==> src/rtl/nic_pe_driver.sv <==
// nic_pe_driver: drains the NIC input buffer and sends num_pkts packets to dst_id.
// Define NIC_DRV_RX_CHECK_EN to flag received packets with a bad source ID or signature.
`timescale 1ns/1ps
module nic_pe_driver #(
    parameter int unsigned PACKET_WIDTH = 64,
    parameter logic [3:0]  SRC_ID       = 4'd0
) (
    input  logic                    clk,
    input  logic                    reset,
    input  logic                    start,
    input  logic [15:0]             num_pkts,
    input  logic [3:0]              dst_id,
    output logic [1:0]              addr,
    output logic [PACKET_WIDTH-1:0] d_out,
    input  logic [PACKET_WIDTH-1:0] d_in,
    output logic                    nicEn,
    output logic                    nicEnWR,
    output logic                    busy,
    output logic                    done,
    output logic [15:0]             tx_count,
    output logic [15:0]             rx_count,
    output logic                    rx_err
);

    localparam logic [1:0] A_IN_BUF  = 2'b00;
    localparam logic [1:0] A_IN_STS  = 2'b01;
    localparam logic [1:0] A_OUT_BUF = 2'b10;
    localparam logic [1:0] A_OUT_STS = 2'b11;

    typedef enum logic [3:0] {
        IDLE,
        RX_POLL,
        RX_CHK,
        RX_READ,
        RX_CAP,
        TX_POLL,
        TX_CHK,
        TX_WRITE,
        DONE
    } state_t;

    state_t      state;
    logic [15:0] n_pkts;
    logic [3:0]  dst;
    logic        unused_din;

    assign unused_din = ^d_in;

    // Outputs are loaded on the edge that enters a state, so the access a
    // state performs is on the bus for exactly the cycle that state is live.
    always_ff @(posedge clk or negedge reset) begin
        if (!reset) begin
            state    <= IDLE;
            addr     <= A_IN_BUF;
            d_out    <= '0;
            nicEn    <= 1'b0;
            nicEnWR  <= 1'b0;
            busy     <= 1'b0;
            done     <= 1'b0;
            tx_count <= 16'd0;
            rx_count <= 16'd0;
            n_pkts   <= 16'd0;
            dst      <= 4'd0;
        end else begin
            addr    <= A_IN_BUF;
            d_out   <= '0;
            nicEn   <= 1'b0;
            nicEnWR <= 1'b0;
            done    <= 1'b0;
            unique case (state)
                IDLE: begin
                    if (start) begin
                        n_pkts   <= num_pkts;
                        dst      <= dst_id;
                        tx_count <= 16'd0;
                        rx_count <= 16'd0;
                        busy     <= 1'b1;
                        if (num_pkts == 16'd0) begin
                            state <= DONE;
                            done  <= 1'b1;
                        end else begin
                            state <= RX_POLL;
                            nicEn <= 1'b1;
                            addr  <= A_IN_STS;
                        end
                    end
                end
                RX_POLL: state <= RX_CHK;
                RX_CHK: begin
                    nicEn <= 1'b1;
                    if (d_in[0]) begin
                        state <= RX_READ;
                        addr  <= A_IN_BUF;
                    end else begin
                        state <= TX_POLL;
                        addr  <= A_OUT_STS;
                    end
                end
                RX_READ: state <= RX_CAP;
                RX_CAP: begin
                    rx_count <= rx_count + 16'd1;
                    state    <= TX_POLL;
                    nicEn    <= 1'b1;
                    addr     <= A_OUT_STS;
                end
                TX_POLL: state <= TX_CHK;
                TX_CHK: begin
                    nicEn <= 1'b1;
                    if (d_in[0]) begin
                        state <= RX_POLL;
                        addr  <= A_IN_STS;
                    end else begin
                        state   <= TX_WRITE;
                        nicEnWR <= 1'b1;
                        addr    <= A_OUT_BUF;
                        d_out   <= {4'h0, dst, SRC_ID, 4'h0, tx_count,
                                    16'hA5A5, tx_count};
                    end
                end
                TX_WRITE: begin
                    tx_count <= tx_count + 16'd1;
                    if (tx_count + 16'd1 == n_pkts) begin
                        state <= DONE;
                        done  <= 1'b1;
                    end else begin
                        state <= RX_POLL;
                        nicEn <= 1'b1;
                        addr  <= A_IN_STS;
                    end
                end
                DONE: begin
                    state <= IDLE;
                    busy  <= 1'b0;
                end
                default: state <= IDLE;
            endcase
        end
    end

`ifdef NIC_DRV_RX_CHECK_EN
    always_ff @(posedge clk or negedge reset) begin
        if (!reset) begin
            rx_err <= 1'b0;
        end else if (state == IDLE && start) begin
            rx_err <= 1'b0;
        end else if (state == RX_CAP &&
                     (d_in[59:56] != SRC_ID || d_in[31:16] != 16'hA5A5)) begin
            rx_err <= 1'b1;
        end
    end
`else
    assign rx_err = 1'b0;
`endif

endmodule
==> config.mk <==
export PLATFORM = sky130hd
export DESIGN_NAME = nic_pe_driver
export DESIGN_NICKNAME = d
export VERILOG_FILES = /design/src/rtl/nic_pe_driver.sv
export SDC_FILE = /design/constraint.sdc
export NUM_CORES = 1
export LEC_CHECK = 0
export BUFFER_PORTS_ARGS = -buffer_cell sky130_fd_sc_hd__buf_2
export CORE_AREA = 3 3 103 105
export CTS_CLUSTER_SIZE = 30
export DETAILED_ROUTE_END_ITERATION = 8
export DIE_AREA = 0 0 106 108
export GPL_ROUTABILITY_DRIVEN = 0
export PLACE_DENSITY = 0.75
export SLEW_MARGIN = 10
export SYNTH_ARGS = -nofsm -noshare
export SYNTH_HDL_FRONTEND = slang
export SYNTH_SLANG_ARGS = --single-unit
export TNS_END_PERCENT = 20
==> constraint.sdc <==
create_clock -name clk -period 2.44 [get_ports clk]
set_input_delay 0.244 -clock clk [delete_from_list [all_inputs] [get_ports clk]]
set_output_delay 0.244 -clock clk [all_outputs]
set_load 0.005 [all_outputs]
=== Word level (Yosys, flattened, before mapping) ===
Index checks and enable logic that the tools add are counted.

* Output and inout port bits: 103
* Bits in registers: 126
* Word-level logic and storage cells: 62
* Bits of input ports: 87

* Eq/ne operators: 10
* Muxes and demuxes: 29
* Reductions and logical operators: 10
* $add $sub $neg: 2

{| class="wikitable"
|+ Operators with widths
! cell !! number
|-
| 60-bit 2-to-1 mux || 2
|-
| 16-bit one-hot mux with 2 select lines || 2
|-
| 16-bit by 1-bit adder with 16-bit output, second input constant || 2
|-
| 4-bit one-hot mux with 8 select lines || 1
|-
| 16-bit == test || 1
|-
| 4-bit by 3-bit == test with 1-bit output, second input constant || 4
|-
| 16-bit zero test || 1
|-
| 16-bit 2-to-1 mux || 1
|-
| 1-bit 2-to-1 mux || 12
|-
| 4-bit 2-to-1 mux || 3
|-
| 2-bit one-hot mux with 5 select lines || 1
|-
| 4-bit by 2-bit == test with 1-bit output, second input constant || 2
|-
| 2-bit AND reduction || 4
|-
| 3-bit 2-to-1 mux || 2
|-
| 2-bit nonzero test || 3
|-
| 4-bit by 1-bit == test with 1-bit output, second input constant || 1
|-
| 4-bit == test, second input constant || 1
|-
| 4-bit zero test || 1
|-
| 2-bit 2-to-1 mux || 2
|-
| 1-bit one-hot mux with 2 select lines || 2
|-
| 1-bit one-hot mux with 3 select lines || 1
|-
| 3-bit OR reduction || 1
|-
| 2-bit != test, second input constant || 1
|}

=== Logic depth before layout (Yosys ltp) ===
* Depth in word-level cells: 4
* Depth in mapped cells: 8
* Mapped depth without buffers: 7

=== Worst setup path after synthesis ===
No wires, ideal clock.

* Path type: reg-to-reg
* Start: register tx_count[1]
* End: register done
* Stages on the path, launching flop included: 9
* Setup time: 0.066 ns
* Slack: 0.276 ns
* Path buffers: 1
* Clock period less this slack: 2.164 ns
* Required time: 2.374 ns
* Data arrival time: 2.098 ns
* Cells stage by stage: dfrtp_1 ha_1 buf_2 nand3_1 nor4_1 xnor2_1 nand3_1 nor4b_2 a2bb2o_1

* Cells in the longest elaborated chain, start to end: 4

{| class="wikitable"
|+ RTL lines
! item !! line !! RTL
|-
| start, declared || 20 || <nowiki>output logic [15:0] tx_count,</nowiki>
|-
| start signal, assigned || 121 || <nowiki>tx_count <= tx_count + 16'd1;</nowiki>
|-
| 16-bit by 1-bit adder with 16-bit output || 122 || <nowiki>if (tx_count + 16'd1 == n_pkts) begin</nowiki>
|-
| 16-bit == test || 122 ||
|-
| 1-bit 2-to-1 mux || 122 ||
|-
| 1-bit one-hot mux with 2 select lines || 70 || <nowiki>unique case (state)</nowiki>
|-
| end signal, assigned || 69 || <nowiki>done <= 1'b0;</nowiki>
|-
| end signal, assigned || 80 || <nowiki>done <= 1'b1;</nowiki>
|-
| end signal, assigned || 124 || <nowiki>done <= 1'b1;</nowiki>
|-
| end, declared || 19 || <nowiki>output logic done,</nowiki>
|}

No other way between the ends.
A chain may end at the register's enable or synchronous reset.

=== Final worst setup path ===
* Start: register tx_count[3]
* End: register state[0]

* Cells in the longest elaborated chain, start to end: 4

{| class="wikitable"
|+ RTL lines
! item !! line !! RTL
|-
| 16-bit by 1-bit adder with 16-bit output || 122 ||
|-
| 16-bit == test || 122 ||
|-
| 4-bit 2-to-1 mux || 122 ||
|-
| 4-bit one-hot mux with 8 select lines || 70 ||
|-
| end signal, assigned || 79 || <nowiki>state <= DONE;</nowiki>
|-
| end signal, assigned || 123 || <nowiki>state <= DONE;</nowiki>
|-
| end signal, assigned || 126 || <nowiki>state <= RX_POLL;</nowiki>
|-
| end, declared || 42 || <nowiki>state_t state;</nowiki>
|}

No other way between the ends.

==> metrics.yaml <==
clock_network:
  htreeDepth: 3
  cts_tree: "yes"
  cts_buffers: 9
  cts.clk_slew.worst_paths_ps: 80
  clk_latency_ps: 360
  clock-root-buffer: "clkbuf_8"
  post_cts_buffers: 0
  cts_num_sinks: 82
  cts_buffer_depth: 2
yosys:
  synth-compound-area-share_pct: 11.0
  synth_area_leader_cell: "dfrtp_1"
  synth_top_area_share_pct: 47.1
  synth_top_family_by_area: "simple AND/OR/NAND/NOR gates"
  yosys.area_share.simple_pct: 23.7
  synthCells: 477
  synth_enable_flop_cells: 0
  synth_most_common_cell: "nand2_1"
  synth_ff_type: "dfrtp_1"
  synth-async-reset-ratio_pct: 100
  ys_seq_area_share_pct: 47.1
  ys_top_cells_by_count: "94 x nand2_1, 82 x dfrtp_1, 46 x buf_4"
  synthesis.area_um2: 4360
  synthMuxAreaShare_pct: 2.56
  synth_warnings: 0
  synth_seq_cells: 82
  synthAdderAreaFrac_pct: 0.574
  synth_cell_types: 49
  syn_area_per_cell_um2: 9.14
  synthXorXnorAreaFrac_pct: 4.02
  synthTopCellsByArea: "dfrtp_1 47%, nand2_1 8.1%, buf_4 7.9%, o21ai_0 4.5%, and2_1 3.3%"
setup_path:
  path_class: "reg2reg"
  cp-start-kind: "flop"
  cp_cell_sequence: "nand3_1 -> nor3_2 -> mux2i_1 -> o31ai_1 -> nor4b_4 -> o21ai_0"
  worstSetupEndpointType: "flop"
  worstPathRequired_ps: 2670
  cpMaxStageDelayCell: "dfrtp_1"
  r2r_setup_slack_ps: 120
  slowest_delay_ps: 540
  critPathTopFamily: "simple AND/OR/NAND/NOR gates"
  crit_buf_inv: 0
  arrival_ps: 2550
  crit_fanout: 11
  crit_start: "tx_count[3]$_DFFE_PN0P_"
  r2r-start: "tx_count[3]$_DFFE_PN0P_"
detailed_routing:
  drtPass1Iterations: 5
  ant_nets: 0
  wirelength_um: 9760
  viasPerCell: 5.21
  wl_per_cell_um: 13.9
  drcViolationCount: 0
  num_vias: 3650
  first_iter_violations: 235
power_and_ir_drop:
  p_leak_nw: 2.63
  power_density_nw_per_um2: 877
  vdd_drop_max_mv: 0.315
placed_design:
  dp.cells: 683
  dpl.hpwl_um: 7260
  io_buffers: 105
sta:
  hold_viol: 0
  tns_ps: 0
  clock.fmax_mhz: 431
  slew_headroom_pct: 37.1
  worst_pin_slew_ps: 940
  period_minus_slack_ps: 2320
  final.period_utilization_pct: 95.0
  slew_viol_final: 0
  skew_ps: 10.9
  setup_viol: 0
worst_hold_path:
  worstHoldStart: "dst_id[1]"
  hold_class: "in2reg"
die:
  rows: 36
  die_area_um2: 11400
  ios: 190
  coreArea_um2: 9730
  die_x_um: 106
  start_util_pct: 44.8
  die_h_um: 108
layout:
  nNetsFinal: 651
  fin_util_pct: 52.2
  fillerInstances: 885
  fin_cells: 700
  syn_to_final_growth_pct: 16.6
  drive_above_1_share_pct: 26.5
  n_antenna_cell: 0
grt:
  grt_pass1_wl_um: 16200
  grt_max_degree: 44
  globalRouteOverflowTotal: 0
  grt_pass1_vias: 3440
  grt.total_usage_pct: 17.6
  antenna_found_initial: 0
run_status:
  status: "finished, final reports clean"
run:
  cap_violations: 0
==> per-layer routing <==
metal  routed length [um]  global-route usage, %  vias up
met4                  255                   7.96        0
met5                    0                      0        -
met2                 4470                   28.1      174
li1                     -                      -     1738
met1                 4210                   22.8     1713
met3                  821                   4.42       25
==> state kept, by name (all words and copies together), names as in the netlist <==
name,count
addr,2
busy,1
d_out,21
done,1
dst,4
n_pkts,16
nicEn,1
rx_count,16
state,4
tx_count,16
==> timing repair <==
item,4_1_cts,5_1_grt
hold buffers,1,0
endpoints found under the setup margin,5,5
endpoints found under the hold margin,39,0
resized for setup,1,1
==> layout by cell type, fill, tap and decap left out, drive strengths merged, types with 5 or more instances in the layout <==
cell,count
dfrtp,82
xor2,8
a21oi,7
nor2,22
nor3,9
o31ai,10
and2,23
and3,9
conb,21
nand4,8
o21ai,39
buf,125
mux2i,10
a31oi,5
xnor2,12
clkbuf,11
nor4,7
nand3,15
nand2,94
==> cell type report <==
class	instances	area, um2	share of cell area (%)
well taps	133	166	3.28
multi-input cells	339	1930	37.9
clock buffers	11	141	2.78
clock inverters	5	77.6	1.53
inverters	4	15.0	0.296
flip-flops and latches	82	2050	40.4
repair buffers	126	701	13.8
==> logic make-up after synthesis <==
| logic type | Yosys count |
|---|---|
| other | 1 |
| XOR/XNOR | 20 |
| AND/OR/NAND/NOR | 208 |
| adder cells (fa/ha/maj) | 2 |
| AO/OA/AOI/OAI | 77 |
| buffers and inverters | 76 |
| flip-flops | 82 |
| multiplexers | 11 |
==> per-stage QoR <==
stage / hold slack [ps] / total power [mW] / instance area (um2) / setup WS [ps]
floorplan: -51.6 / 2.93 / 4430 / 276
global placement: 259 / 3.30 / 4840 / 24.9
detailed placement: 259 / 3.39 / 4840 / -86.2
CTS: 66.5 / 4.47 / 5070 / 34.1
global route: 72.7 / 4.79 / 5080 / -33.0
finish: 76.7 / 4.46 / 5080 / 121
==> where the power goes <==
| group | switching [mW] | leakage, nW | internal, mW |
|---|---|---|---|
| registers | 0.245 | 1.09 | 1.64 |
| clock network | 0.474 | 0.109 | 0.601 |
| logic | 0.850 | 1.43 | 0.645 |
| total | 1.57 | 2.63 | 2.89 |
==> tightest hold or removal path, cell delays in order <==
cell and delay [ps]:
buf_2 80, nand2_1 40, nand2_1 50
==> worst paths after layout <==
| path | to | cells after the start |
|---|---|---|
| worst min-delay path | dst[1]$_DFFE_PN0P_ | 3 |
| worst max register to register | state[0]$_DFFE_PN0P_ | 6 |
| worst min register to register | dst[0]$_DFFE_PN0P_ | 2 |
| worst max-delay path | state[0]$_DFFE_PN0P_ | 6 |
| min in group asynchronous | tx_count[4]$_DFFE_PN0P_ | 2 |
| max in group asynchronous | n_pkts[12]$_DFFE_PN0P_ | 3 |
No activity file was read; power rests on OpenSTA's default activity.
